`src/rtl/bf_pkg.sv`:
```
// rtl/bf_pkg.sv - shared Brainfuck core defaults and stack op encoding
package bf_pkg;

  localparam int ADDR_WIDTH     = 11;
  localparam int LOOP_DEPTH_POW = 7;

  // Encoded as {push, pop} so the decoder can drive the two strobes directly.
  typedef enum logic [1:0] {
    OP_NOP     = 2'b00,
    OP_POP     = 2'b01,
    OP_PUSH    = 2'b10,
    OP_REPLACE = 2'b11
  } stack_op_e;

  function automatic stack_op_e decode_op(input logic push, input logic pop);
    return stack_op_e'({push, pop});
  endfunction

endpackage

```
`src/rtl/loop_stack_if.sv`:
```
// rtl/loop_stack_if.sv - decoder-facing port bundle of the loop-address stack
interface loop_stack_if
  import bf_pkg::*;
#(
  parameter int WIDTH     = ADDR_WIDTH,
  parameter int DEPTH_POW = LOOP_DEPTH_POW
);

  logic                 PUSH;
  logic                 POP;
  logic [WIDTH-1:0]     D;
  logic                 ERR_CLR;
  logic [WIDTH-1:0]     TOP;
  logic [DEPTH_POW:0]   COUNT;
  logic                 EMPTY;
  logic                 FULL;
  logic                 OVERFLOW;
  logic                 UNDERFLOW;

  modport master (
    output PUSH, POP, D, ERR_CLR,
    input  TOP, COUNT, EMPTY, FULL, OVERFLOW, UNDERFLOW
  );

  modport slave (
    input  PUSH, POP, D, ERR_CLR,
    output TOP, COUNT, EMPTY, FULL, OVERFLOW, UNDERFLOW
  );

endinterface

```
`src/rtl/loop_stack_ram.sv`:
```
// rtl/loop_stack_ram.sv - entries below top-of-stack; sync write, async read
module loop_stack_ram #(
  parameter int WIDTH   = 11,
  parameter int ENTRIES = 127,
  parameter int AW      = 7
) (
  input  logic             CLK,
  input  logic             we_i,
  input  logic [AW-1:0]    waddr_i,
  input  logic [WIDTH-1:0] wdata_i,
  input  logic [AW-1:0]    raddr_i,
  output logic [WIDTH-1:0] rdata_o
);

  logic [WIDTH-1:0] mem_q [ENTRIES];

  always_ff @(posedge CLK) begin
    if (we_i) begin
      mem_q[waddr_i] <= wdata_i;
    end
  end

  assign rdata_o = mem_q[raddr_i];

endmodule

```
`src/rtl/loop_stack.sv`:
```
// rtl/loop_stack.sv - LIFO of '[' return addresses with registered top and sticky errors
module loop_stack
  import bf_pkg::*;
#(
  parameter int WIDTH     = ADDR_WIDTH,
  parameter int DEPTH_POW = LOOP_DEPTH_POW,
  localparam int DEPTH    = 1 << DEPTH_POW
) (
  input  logic       CLK,
  input  logic       RESET,
  loop_stack_if.slave bus
);

  localparam logic [DEPTH_POW:0]   CNT_ONE  = (DEPTH_POW+1)'(1);
  localparam logic [DEPTH_POW:0]   CNT_TWO  = (DEPTH_POW+1)'(2);
  localparam logic [DEPTH_POW:0]   CNT_FULL = (DEPTH_POW+1)'(DEPTH);
  localparam logic [DEPTH_POW-1:0] ADR_ONE  = DEPTH_POW'(1);
  localparam logic [DEPTH_POW-1:0] ADR_TWO  = DEPTH_POW'(2);

  logic [WIDTH-1:0]     top_q, top_d;
  logic [DEPTH_POW:0]   count_q, count_d;
  logic                 ovf_q, ovf_d;
  logic                 unf_q, unf_d;
  logic                 empty, full;
  logic                 ram_we;
  logic [DEPTH_POW-1:0] ram_waddr, ram_raddr;
  logic [WIDTH-1:0]     ram_rdata;
  stack_op_e            op;

  assign empty = (count_q == '0);
  assign full  = (count_q == CNT_FULL);
  assign op    = decode_op(bus.PUSH, bus.POP);

  // The entry just below the top sits at COUNT-2; pushing spills TOP into COUNT-1.
  assign ram_waddr = count_q[DEPTH_POW-1:0] - ADR_ONE;
  assign ram_raddr = (count_q >= CNT_TWO) ? count_q[DEPTH_POW-1:0] - ADR_TWO : '0;

  always_comb begin
    top_d   = top_q;
    count_d = count_q;
    ovf_d   = bus.ERR_CLR ? 1'b0 : ovf_q;
    unf_d   = bus.ERR_CLR ? 1'b0 : unf_q;
    ram_we  = 1'b0;
    unique case (op)
      OP_PUSH: begin
        if (full) begin
          ovf_d = 1'b1;
        end else begin
          ram_we  = !empty;
          top_d   = bus.D;
          count_d = count_q + CNT_ONE;
        end
      end
      OP_POP: begin
        if (empty) begin
          unf_d = 1'b1;
        end else begin
          top_d   = (count_q >= CNT_TWO) ? ram_rdata : '0;
          count_d = count_q - CNT_ONE;
        end
      end
      OP_REPLACE: begin
        if (empty) begin
          unf_d = 1'b1;
        end else begin
          top_d = bus.D;
        end
      end
      default: ;
    endcase
  end

  always_ff @(posedge CLK) begin
    if (RESET) begin
      top_q   <= '0;
      count_q <= '0;
      ovf_q   <= 1'b0;
      unf_q   <= 1'b0;
    end else begin
      top_q   <= top_d;
      count_q <= count_d;
      ovf_q   <= ovf_d;
      unf_q   <= unf_d;
    end
  end

  loop_stack_ram #(
    .WIDTH   (WIDTH),
    .ENTRIES (DEPTH - 1),
    .AW      (DEPTH_POW)
  ) u_ram (
    .CLK     (CLK),
    .we_i    (ram_we && !RESET),
    .waddr_i (ram_waddr),
    .wdata_i (top_q),
    .raddr_i (ram_raddr),
    .rdata_o (ram_rdata)
  );

  assign bus.TOP       = top_q;
  assign bus.COUNT     = count_q;
  assign bus.EMPTY     = empty;
  assign bus.FULL      = full;
  assign bus.OVERFLOW  = ovf_q;
  assign bus.UNDERFLOW = unf_q;

endmodule
```
`src/flat_wrapper.sv`:
```
// flat-port wrapper written by rule: the top's interface ports become plain ports
module loop_stack_flat import bf_pkg::*;
#(
  parameter int WIDTH     = ADDR_WIDTH,
  parameter int DEPTH_POW = LOOP_DEPTH_POW,
  localparam int DEPTH    = 1 << DEPTH_POW
)
  (CLK, RESET, bus_PUSH, bus_POP, bus_D, bus_ERR_CLR, bus_TOP, bus_COUNT, bus_EMPTY, bus_FULL, bus_OVERFLOW, bus_UNDERFLOW);
  loop_stack_if #(.WIDTH(WIDTH), .DEPTH_POW(DEPTH_POW)) bus_i ();
  input  logic CLK;
  input  logic RESET;
  input wire logic [$bits(bus_i.PUSH)-1:0] bus_PUSH;
  input wire logic [$bits(bus_i.POP)-1:0] bus_POP;
  input wire logic [$bits(bus_i.D)-1:0] bus_D;
  input wire logic [$bits(bus_i.ERR_CLR)-1:0] bus_ERR_CLR;
  output wire logic [$bits(bus_i.TOP)-1:0] bus_TOP;
  output wire logic [$bits(bus_i.COUNT)-1:0] bus_COUNT;
  output wire logic [$bits(bus_i.EMPTY)-1:0] bus_EMPTY;
  output wire logic [$bits(bus_i.FULL)-1:0] bus_FULL;
  output wire logic [$bits(bus_i.OVERFLOW)-1:0] bus_OVERFLOW;
  output wire logic [$bits(bus_i.UNDERFLOW)-1:0] bus_UNDERFLOW;
  assign bus_i.PUSH = bus_PUSH;
  assign bus_i.POP = bus_POP;
  assign bus_i.D = bus_D;
  assign bus_i.ERR_CLR = bus_ERR_CLR;
  assign bus_TOP = bus_i.TOP;
  assign bus_COUNT = bus_i.COUNT;
  assign bus_EMPTY = bus_i.EMPTY;
  assign bus_FULL = bus_i.FULL;
  assign bus_OVERFLOW = bus_i.OVERFLOW;
  assign bus_UNDERFLOW = bus_i.UNDERFLOW;
  loop_stack #(.WIDTH(WIDTH), .DEPTH_POW(DEPTH_POW)) u_core (.CLK(CLK), .RESET(RESET), .bus(bus_i));
endmodule
```
`config.mk`:
```
export PLATFORM = sky130hd
export DESIGN_NAME = loop_stack_flat
export DESIGN_NICKNAME = d
export VERILOG_FILES = /design/src/rtl/bf_pkg.sv /design/src/rtl/loop_stack_if.sv /design/src/rtl/loop_stack_ram.sv /design/src/rtl/loop_stack.sv /design/src/flat_wrapper.sv
export SDC_FILE = /design/constraint.sdc
export NUM_CORES = 2
export LEC_CHECK = 0
export CAP_MARGIN = 20
export CORE_MARGIN = 2
export CORE_UTILIZATION = 40
export CTS_CLUSTER_DIAMETER = 40
export DETAILED_ROUTE_END_ITERATION = 10
export DONT_BUFFER_PORTS = 1
export PLACE_DENSITY = 0.6
export SLEW_MARGIN = 25
export SYNTH_ARGS = -nofsm -noshare
export SYNTH_HDL_FRONTEND = slang
export SYNTH_HIERARCHICAL = 1
export SYNTH_SLANG_ARGS = --single-unit
```
`constraint.sdc`:
```
create_clock -name CLK -period 3.5 [get_ports CLK]
set_input_delay 0.175 -clock CLK [delete_from_list [all_inputs] [get_ports CLK]]
set_output_delay 0.175 -clock CLK [all_outputs]
set_load 0.02 [all_outputs]
```
**Word-level counts from Yosys, hierarchy flattened**

Memory sizes are Yosys's and may differ from the RTL's.
Index checks and enable logic that the tools add are counted.

- Logic and storage cells: 45
- Memory bits (writable): 1,397
- Flip-flop bits (word level): 21
- Memories: 1

Memories:

| memory | depth | bits a word | read ports | clocked after memory_dff | write ports | RTL line | text |
|---|---|---|---|---|---|---|---|
| u_core.u_ram.mem_q | 127 | 11 | 1 | 0 | 1 | loop_stack_ram.sv:15 | `logic [WIDTH-1:0] mem_q [ENTRIES];` |

- Eq/ne operators: 7
- Add/subtract/negate cells: 4
- Reduce and logical (&&, ||, !) cells: 9
- $lt $le $gt $ge: 1
- Mux-type cells: 19

Operator list:

| operator | number |
|---|---|
| $mux 11 | 4 |
| $pmux 11 s3 | 1 |
| $mux 8 | 2 |
| $pmux 8 s2 | 1 |
| $mux 1 | 10 |
| $add 8x1->8 const B | 1 |
| $eq 8x8->1 const B | 1 |
| $ge 8x2->1 const B | 1 |
| $logic_not 8->1 | 1 |
| $sub 8x1->8 const B | 1 |
| $mux 7 | 1 |
| $sub 7x1->7 const B | 1 |
| $sub 7x2->7 const B | 1 |
| $ne 2x2->1 const B | 3 |
| $eq 2x2->1 const B | 2 |
| $reduce_and 4->1 | 1 |
| $reduce_and 3->1 | 1 |
| $reduce_bool 3->1 | 1 |
| $eq 2x1->1 const B | 1 |
| $logic_not 1->1 | 2 |
| $reduce_bool 2->1 | 1 |
| $reduce_or 2->1 | 1 |
| $logic_and 1x1->1 | 1 |

**Longest topological paths before layout**

- Depth in word-level cells: 7
- Gate-level depth with buffers: 19

**Hierarchy**

The synthesis kept the hierarchy.

Modules (own cells, without submodules):

| module | times used | sequential area each (sq um) | cells an instance | area each (sq um) |
|---|---|---|---|---|
| loop_stack_ram | 1 | 41,950.2 | 2,432 | 54,043.1 |
| loop_stack | 1 | 420.4 | 178 | 1,393.8 |

**Least setup slack after synthesis**

OpenSTA, ideal clock, no wires.

- Path kind: flip-flop to flip-flop
- From: register u_core.count_q[1] (netlist: u_core/bus.COUNT[1])
- To: memory u_core.u_ram.mem_q[76][0] (enable)
- Setup slack: 51 ps
- Cell stages (with the launch flop): 9
- Period minus slack after synthesis: 3,449 ps
- Arrival time: 3,056 ps
- Library setup time: 393 ps
- Buffers on the path: 1
- Cells stage by stage: dfxtp_1 clkbuf_1 inv_1 ha_1 a21boi_0 xor2_1 nor2b_1 nand3_1 nor3_1

- Elaborated cells on any way between the ends: 9
- Classes of those cells: add/sub: 1; eq/ne: 1; mux: 4; reduce/logical: 3

RTL lines:

| what | RTL line | text |
|---|---|---|
| from (decl) | loop_stack.sv:21 | `logic [DEPTH_POW:0] count_q, count_d;` |
| from (signal assigned) | loop_stack.sv:81 | `count_q <= count_d;` |
| $sub 7x1->7 | loop_stack.sv:35 | `assign ram_waddr = count_q[DEPTH_POW-1:0] - ADR_ONE;` |
| net u_core.ram_waddr[3] | loop_stack.sv:26 | `logic [DEPTH_POW-1:0] ram_waddr, ram_raddr;` |
| to (decl) | loop_stack_ram.sv:15 |  |

The timed path passes the listed nets, and every way through them passes these cells.

**Worst setup path in the final report**

- From: register u_core.count_q[0] (netlist: u_core/bus.COUNT[0])
- To: register u_core.top_q[6] (netlist: u_core/bus.TOP[6])

- Cells in the longest elaborated chain, start to end: 6
- Elaborated cells on any way between the ends: 13
- Classes of those cells: add/sub: 1; order compare: 1; eq/ne: 4; mux: 4; reduce/logical: 2; memory: 1

RTL lines:

| what | RTL line | text |
|---|---|---|
| $sub 7x2->7 or $ge 8x2->1 (tied branches) | loop_stack.sv:36 | `assign ram_raddr = (count_q >= CNT_TWO) ? count_q[DEPTH_POW-1:0] - ADR_TWO : '0;` |
| $mux 7 (*) | loop_stack.sv:36 |  |
| $mem_v2 127x11 (*) | -- |  |
| net u_core.ram_rdata[6] | loop_stack.sv:27 | `logic [WIDTH-1:0] ram_rdata;` |
| $mux 11 (*) | loop_stack.sv:58 | `top_d = (count_q >= CNT_TWO) ? ram_rdata : '0;` |
| $mux 11 (*) | loop_stack.sv:55 | `if (empty) begin` |
| $pmux 11 s3 (*) | loop_stack.sv:44 | `unique case (op)` |
| to (signal assigned) | loop_stack.sv:80 | `top_q <= top_d;` |
| to (decl) | loop_stack.sv:20 | `logic [WIDTH-1:0] top_q, top_d;` |

The timed path passes the listed nets; every way through them passes the cells marked *. The select of a mux whose other input is x is not followed.
A chain may end at the register's enable or synchronous reset.

==> run_summary.xml <==
<?xml version="1.0" encoding="UTF-8"?>
<metrics>
  <group name="clock_tree">
    <metric name="cts_buffers" unit="">159</metric>
    <metric name="cts_max_level" unit="">4</metric>
    <metric name="tritoncts" unit="">built</metric>
    <metric name="clock_latency" unit="ns">0.78</metric>
    <metric name="clk_root_buffer_cell" unit="">clkbuf_16</metric>
    <metric name="clkSinkCount" unit="">1418</metric>
    <metric name="clock_path_buffers" unit="">3</metric>
    <metric name="clk_pin_slew_worst_paths" unit="ns">0.06</metric>
  </group>
  <group name="synthesis">
    <metric name="synthXorXnorAreaFrac" unit="">0.001422</metric>
    <metric name="post_synth_mux_area_share" unit="">0.1632</metric>
    <metric name="synth-edff-count" unit="">1397</metric>
    <metric name="synthesis.area_per_instance" unit="um2">21.24</metric>
    <metric name="synthArstFlopShare" unit="">0</metric>
    <metric name="yosys_warnings" unit="">6</metric>
    <metric name="dominantRegCellSynth" unit="">edfxtp_1</metric>
    <metric name="synth_fa_ha_area_frac" unit="">0.001128</metric>
    <metric name="yosys.area_share.simple" unit="">0.02864</metric>
    <metric name="synth_fp_nets" unit="">2631</metric>
    <metric name="synth_seq_cells" unit="">1418</metric>
    <metric name="synth_top_family_by_area" unit="">multiplexers</metric>
    <metric name="ys_types" unit="">54</metric>
    <metric name="synth_compound_gate_area_share" unit="">0.02568</metric>
    <metric name="synth.yosys.seq_area_share" unit="">0.7643</metric>
    <metric name="post_synth_inst_count" unit="">2610</metric>
    <metric name="synth.cell_area" unit="mm2">0.05544</metric>
  </group>
  <group name="finish">
    <metric name="synthToLayoutAreaGrowth" unit="%">21.43</metric>
    <metric name="post_route_cells_drive_above_1_share" unit="">0.3590</metric>
    <metric name="nFillCells" unit="">10996</metric>
    <metric name="num-nets-final" unit="">3101</metric>
    <metric name="final_cells" unit="">5009</metric>
    <metric name="final_cell_area" unit="mm2">0.06732</metric>
  </group>
  <group name="setup_path">
    <metric name="regToRegEndpoint" unit="">u_core/bus.TOP[6]</metric>
    <metric name="reg2reg_slack" unit="ns">-0.00007</metric>
    <metric name="setup.worst_path.end_class" unit="">register</metric>
    <metric name="worstPathMaxFanout" unit="">18</metric>
    <metric name="critical_path_required" unit="ns">4.14</metric>
    <metric name="setup.worst_path.start_class" unit="">register</metric>
    <metric name="worst-r2r-cell-count" unit="">16</metric>
    <metric name="cp.arrival" unit="ns">4.14</metric>
    <metric name="path_class" unit="">register to register</metric>
    <metric name="timing.rr.start" unit="">u_core/bus.COUNT[0]</metric>
  </group>
  <group name="global_route">
    <metric name="grt_max_degree" unit="">87</metric>
    <metric name="grt_pass1_vias" unit="">28497</metric>
    <metric name="global_router_s_overall_resource_usage" unit="">0.1983</metric>
    <metric name="grt_first_pass_wirelength" unit="um">202200</metric>
    <metric name="grt-ovfl-total" unit="">0</metric>
    <metric name="number_of_antenna_violations_at_the_first_check_in_global_routing" unit="">6</metric>
  </group>
  <group name="sta">
    <metric name="report.final.slew_viol_count" unit="">0</metric>
    <metric name="worstMarginPinSlew" unit="ns">1.066</metric>
    <metric name="worst_clock_skew" unit="ns">0.02419</metric>
    <metric name="worst_slack" unit="ns">-0.00007017</metric>
    <metric name="rsz0062_at_grt" unit="">true</metric>
    <metric name="maximum_clock_frequency" unit="MHz">285.7</metric>
    <metric name="finish_stage_setup_viols" unit="">1</metric>
    <metric name="min_period" unit="ns">3.500</metric>
    <metric name="timing.max_slew.rel_slack" unit="">0.2891</metric>
    <metric name="finalCritPeriodShare" unit="">1.000</metric>
    <metric name="setup-tns-final" unit="ns">-0.00007017</metric>
    <metric name="hold_viol" unit="">0</metric>
  </group>
  <group name="floorplan">
    <metric name="placement_rows" unit="">136</metric>
    <metric name="die_y" unit="um">376.3</metric>
    <metric name="core" unit="mm2">0.1375</metric>
    <metric name="initial_utilization" unit="">0.4032</metric>
    <metric name="design.portCount" unit="">39</metric>
    <metric name="die-width" unit="um">376.3</metric>
    <metric name="dieArea" unit="mm2">0.1416</metric>
  </group>
  <group name="job">
    <metric name="maxCapViolations" unit="">0</metric>
  </group>
  <group name="power">
    <metric name="powerDensity" unit="mW/mm2">760.5</metric>
    <metric name="vdd.ir_drop.worst" unit="uV">642.7</metric>
    <metric name="leakage_dissipation" unit="nW">21.59</metric>
  </group>
  <group name="placed_design">
    <metric name="detailed_place.area" unit="mm2">0.06027</metric>
    <metric name="port_buffers" unit="">0</metric>
    <metric name="finalWeightedCongestion" unit="">0.8805</metric>
    <metric name="place_inst" unit="">4630</metric>
    <metric name="place_hpwl" unit="um">88610</metric>
  </group>
  <group name="routing">
    <metric name="ant_nets" unit="">0</metric>
    <metric name="vias" unit="">28636</metric>
    <metric name="vias_per_cell" unit="">5.717</metric>
    <metric name="routed_wirelength" unit="um">141800</metric>
    <metric name="route.detailed.drc" unit="">0</metric>
    <metric name="route.top_layer_used" unit="">met5</metric>
    <metric name="met2_routed_length" unit="um">67520</metric>
    <metric name="routed_length_on_met3" unit="um">12790</metric>
    <metric name="detail_route.first_pass.iterations" unit="">7</metric>
    <metric name="drt_iter0_markers" unit="">3323</metric>
    <metric name="routedLengthMet1" unit="um">57010</metric>
    <metric name="detail_route.wl_per_cell" unit="um">28.31</metric>
  </group>
  <group name="min_path">
    <metric name="critical_hold_path_startpoint" unit="">bus_ERR_CLR</metric>
    <metric name="hold_end" unit="">u_core/bus.UNDERFLOW</metric>
    <metric name="hold_path_cell_cnt" unit="">3</metric>
    <metric name="min-delay-path-class" unit="">input port to register</metric>
  </group>
  <group name="run_status">
    <metric name="failed_checks" unit="">negative setup slack</metric>
    <metric name="result_of_the_run" unit="">complete, but fails checks</metric>
  </group>
</metrics>
worst max-delay path: stages (launching register included):
cell	delay (ns)
dfxtp_2	0.32
inv_2	0.08
ha_4	0.14
nor2_4	0.03
and3_4	0.18
nor2_4	0.14
buf_8	0.16
buf_16	0.19
buf_16	0.20
buf_4	0.14
mux4_2	0.49
mux4_2	0.53
a22oi_2	0.18
buf_6	0.15
a211oi_4	0.06
a221oi_2	0.26
nor3_1	0.10
power breakdown:
| group | internal [W] | switching (W) |
|---|---|---|
| logic | 0.00641 | 0.00779 |
| registers | 0.0196 | 0.000568 |
| clock network | 0.0101 | 0.00674 |
| total | 0.0361 | 0.0151 |
final cells by class:
cell class	count	area [um2]	share of cell area
Multi-Input combinational cell	1033	12770	0.1898
Clock inverter	96	1076	0.01598
Antenna cell	6	15.01	0.0002230
Tap cell	1794	2245	0.03334
Clock buffer	194	4259	0.06327
Timing Repair Buffer	461	4508	0.06697
Inverter	7	26.28	0.0003903
Sequential cell	1418	42410	0.6301
flip-flops by register name, summed over array words and instances, names as in the netlist:
register              count
u_core/bus.UNDERFLOW      1
u_core/u_ram/mem_q     1397
u_core/bus.COUNT          8
u_core/bus.TOP           11
u_core/bus.OVERFLOW       1
worst max path at each step:
stage,startpoint,endpoint,slack (ns),cells after the start
4_1_cts,u_core/bus.COUNT[0],u_core/bus.TOP[0],0.001,16
2_1_floorplan,u_core/bus.COUNT[1],u_core/u_ram/mem_q[76][0],0.05,8
5_1_grt,u_core/bus.COUNT[1],u_core/u_ram/mem_q[78][1],-0.12,11
3_5_place_dp,u_core/bus.COUNT[0],u_core/bus.TOP[0],-0.28,15
6_report,u_core/bus.COUNT[0],u_core/bus.TOP[6],-0.00007,16
3_3_place_gp,u_core/bus.COUNT[0],u_core/bus.TOP[0],-0.28,15
timing repair:
action / 4_1_cts / 5_1_grt
gates resized for setup: 47 / 108
hold endpoints to repair: 21 / 0
hold buffers: 17 / 0
buffers inserted: 15 / 42
setup endpoints to repair: 16 / 253
pin swaps: 18 / 32
gates cloned: 4 / 7
stage by stage:
stage / hold slack (ns) / power [W] / util / worst slack, ns
6_report: 0.1541 / 0.05120 / 0.4896 / -0.00007017
3_3_place_gp: 0.2850 / 0.03310 / 0.4383 / -0.2820
2_1_floorplan: 0.3379 / 0.02775 / - / 0.05085
3_5_place_dp: 0.2868 / 0.03330 / 0.4383 / -0.2819
5_1_grt: 0.1422 / 0.05279 / 0.4895 / -0.1155
4_1_cts: 0.04297 / 0.05053 / 0.4818 / 0.001225
metal layers:
metal | global-route usage | vias to the layer above
li1 | - | 11896
met1 | 0.2745 | 15094
met2 | 0.3098 | 1372
met3 | 0.04664 | 270
met4 | 0.06770 | 4
met5 | 0 | -
logic make-up after synthesis:
logic type / count (synthesis)
muxes: 473
adders and majority gates: 5
AOI/OAI and AO/OA: 202
xor gates and xnor gates: 9
and+or+nand+nor: 344
DFF: 1418
buffers and inverters: 159
Yosys cell counts (24+ instances only):
master / number / share of area
a21oi_1: 43 / 0.0039
nand2_1: 50 / 0.0034
mux2i_1: 124 / 0.022
mux4_2: 344 / 0.14
clkbuf_1: 51 / 0.0035
nor3_1: 27 / 0.0024
buf_2: 49 / 0.0044
a22oi_1: 67 / 0.0091
edfxtp_1: 1397 / 0.76
nor2b_1: 26 / 0.0029
nor2_1: 169 / 0.011
buf_4: 24 / 0.0033
placed cells by master (no fill, tap or decap), types with 6 or more instances in the layout:
| cell type | count |
|---|---|
| edfxtp_1 | 1397 |
| buf_4 | 362 |
| mux4_2 | 344 |
| clkbuf_16 | 172 |
| nor2_1 | 158 |
| mux2i_1 | 116 |
| a22oi_1 | 55 |
| nand2_1 | 49 |
| buf_12 | 41 |
| a21oi_1 | 41 |
| clkbuf_1 | 28 |
| nor2b_1 | 25 |
| clkinv_2 | 22 |
| nor3_1 | 22 |
| bufinv_16 | 18 |
| clkinvlp_4 | 16 |
| nand2b_1 | 16 |
| dlygate4sd3_1 | 16 |
| o22ai_2 | 16 |
| inv_6 | 15 |
| buf_6 | 15 |
| nand3_1 | 15 |
| buf_16 | 14 |
| clkinv_1 | 13 |
| a22oi_2 | 12 |
| dfxtp_4 | 11 |
| a211oi_2 | 11 |
| clkinv_4 | 8 |
| a221oi_1 | 8 |
| dfxtp_1 | 8 |
| buf_8 | 7 |
| nand4_1 | 7 |
| mux2i_2 | 7 |
| diode_2 | 6 |
| inv_1 | 6 |
| nor2_4 | 6 |
| nor3_2 | 6 |
| nand3b_1 | 6 |
| nand3_2 | 6 |
| a31oi_1 | 6 |
Power figures use the tool's default switching activity.
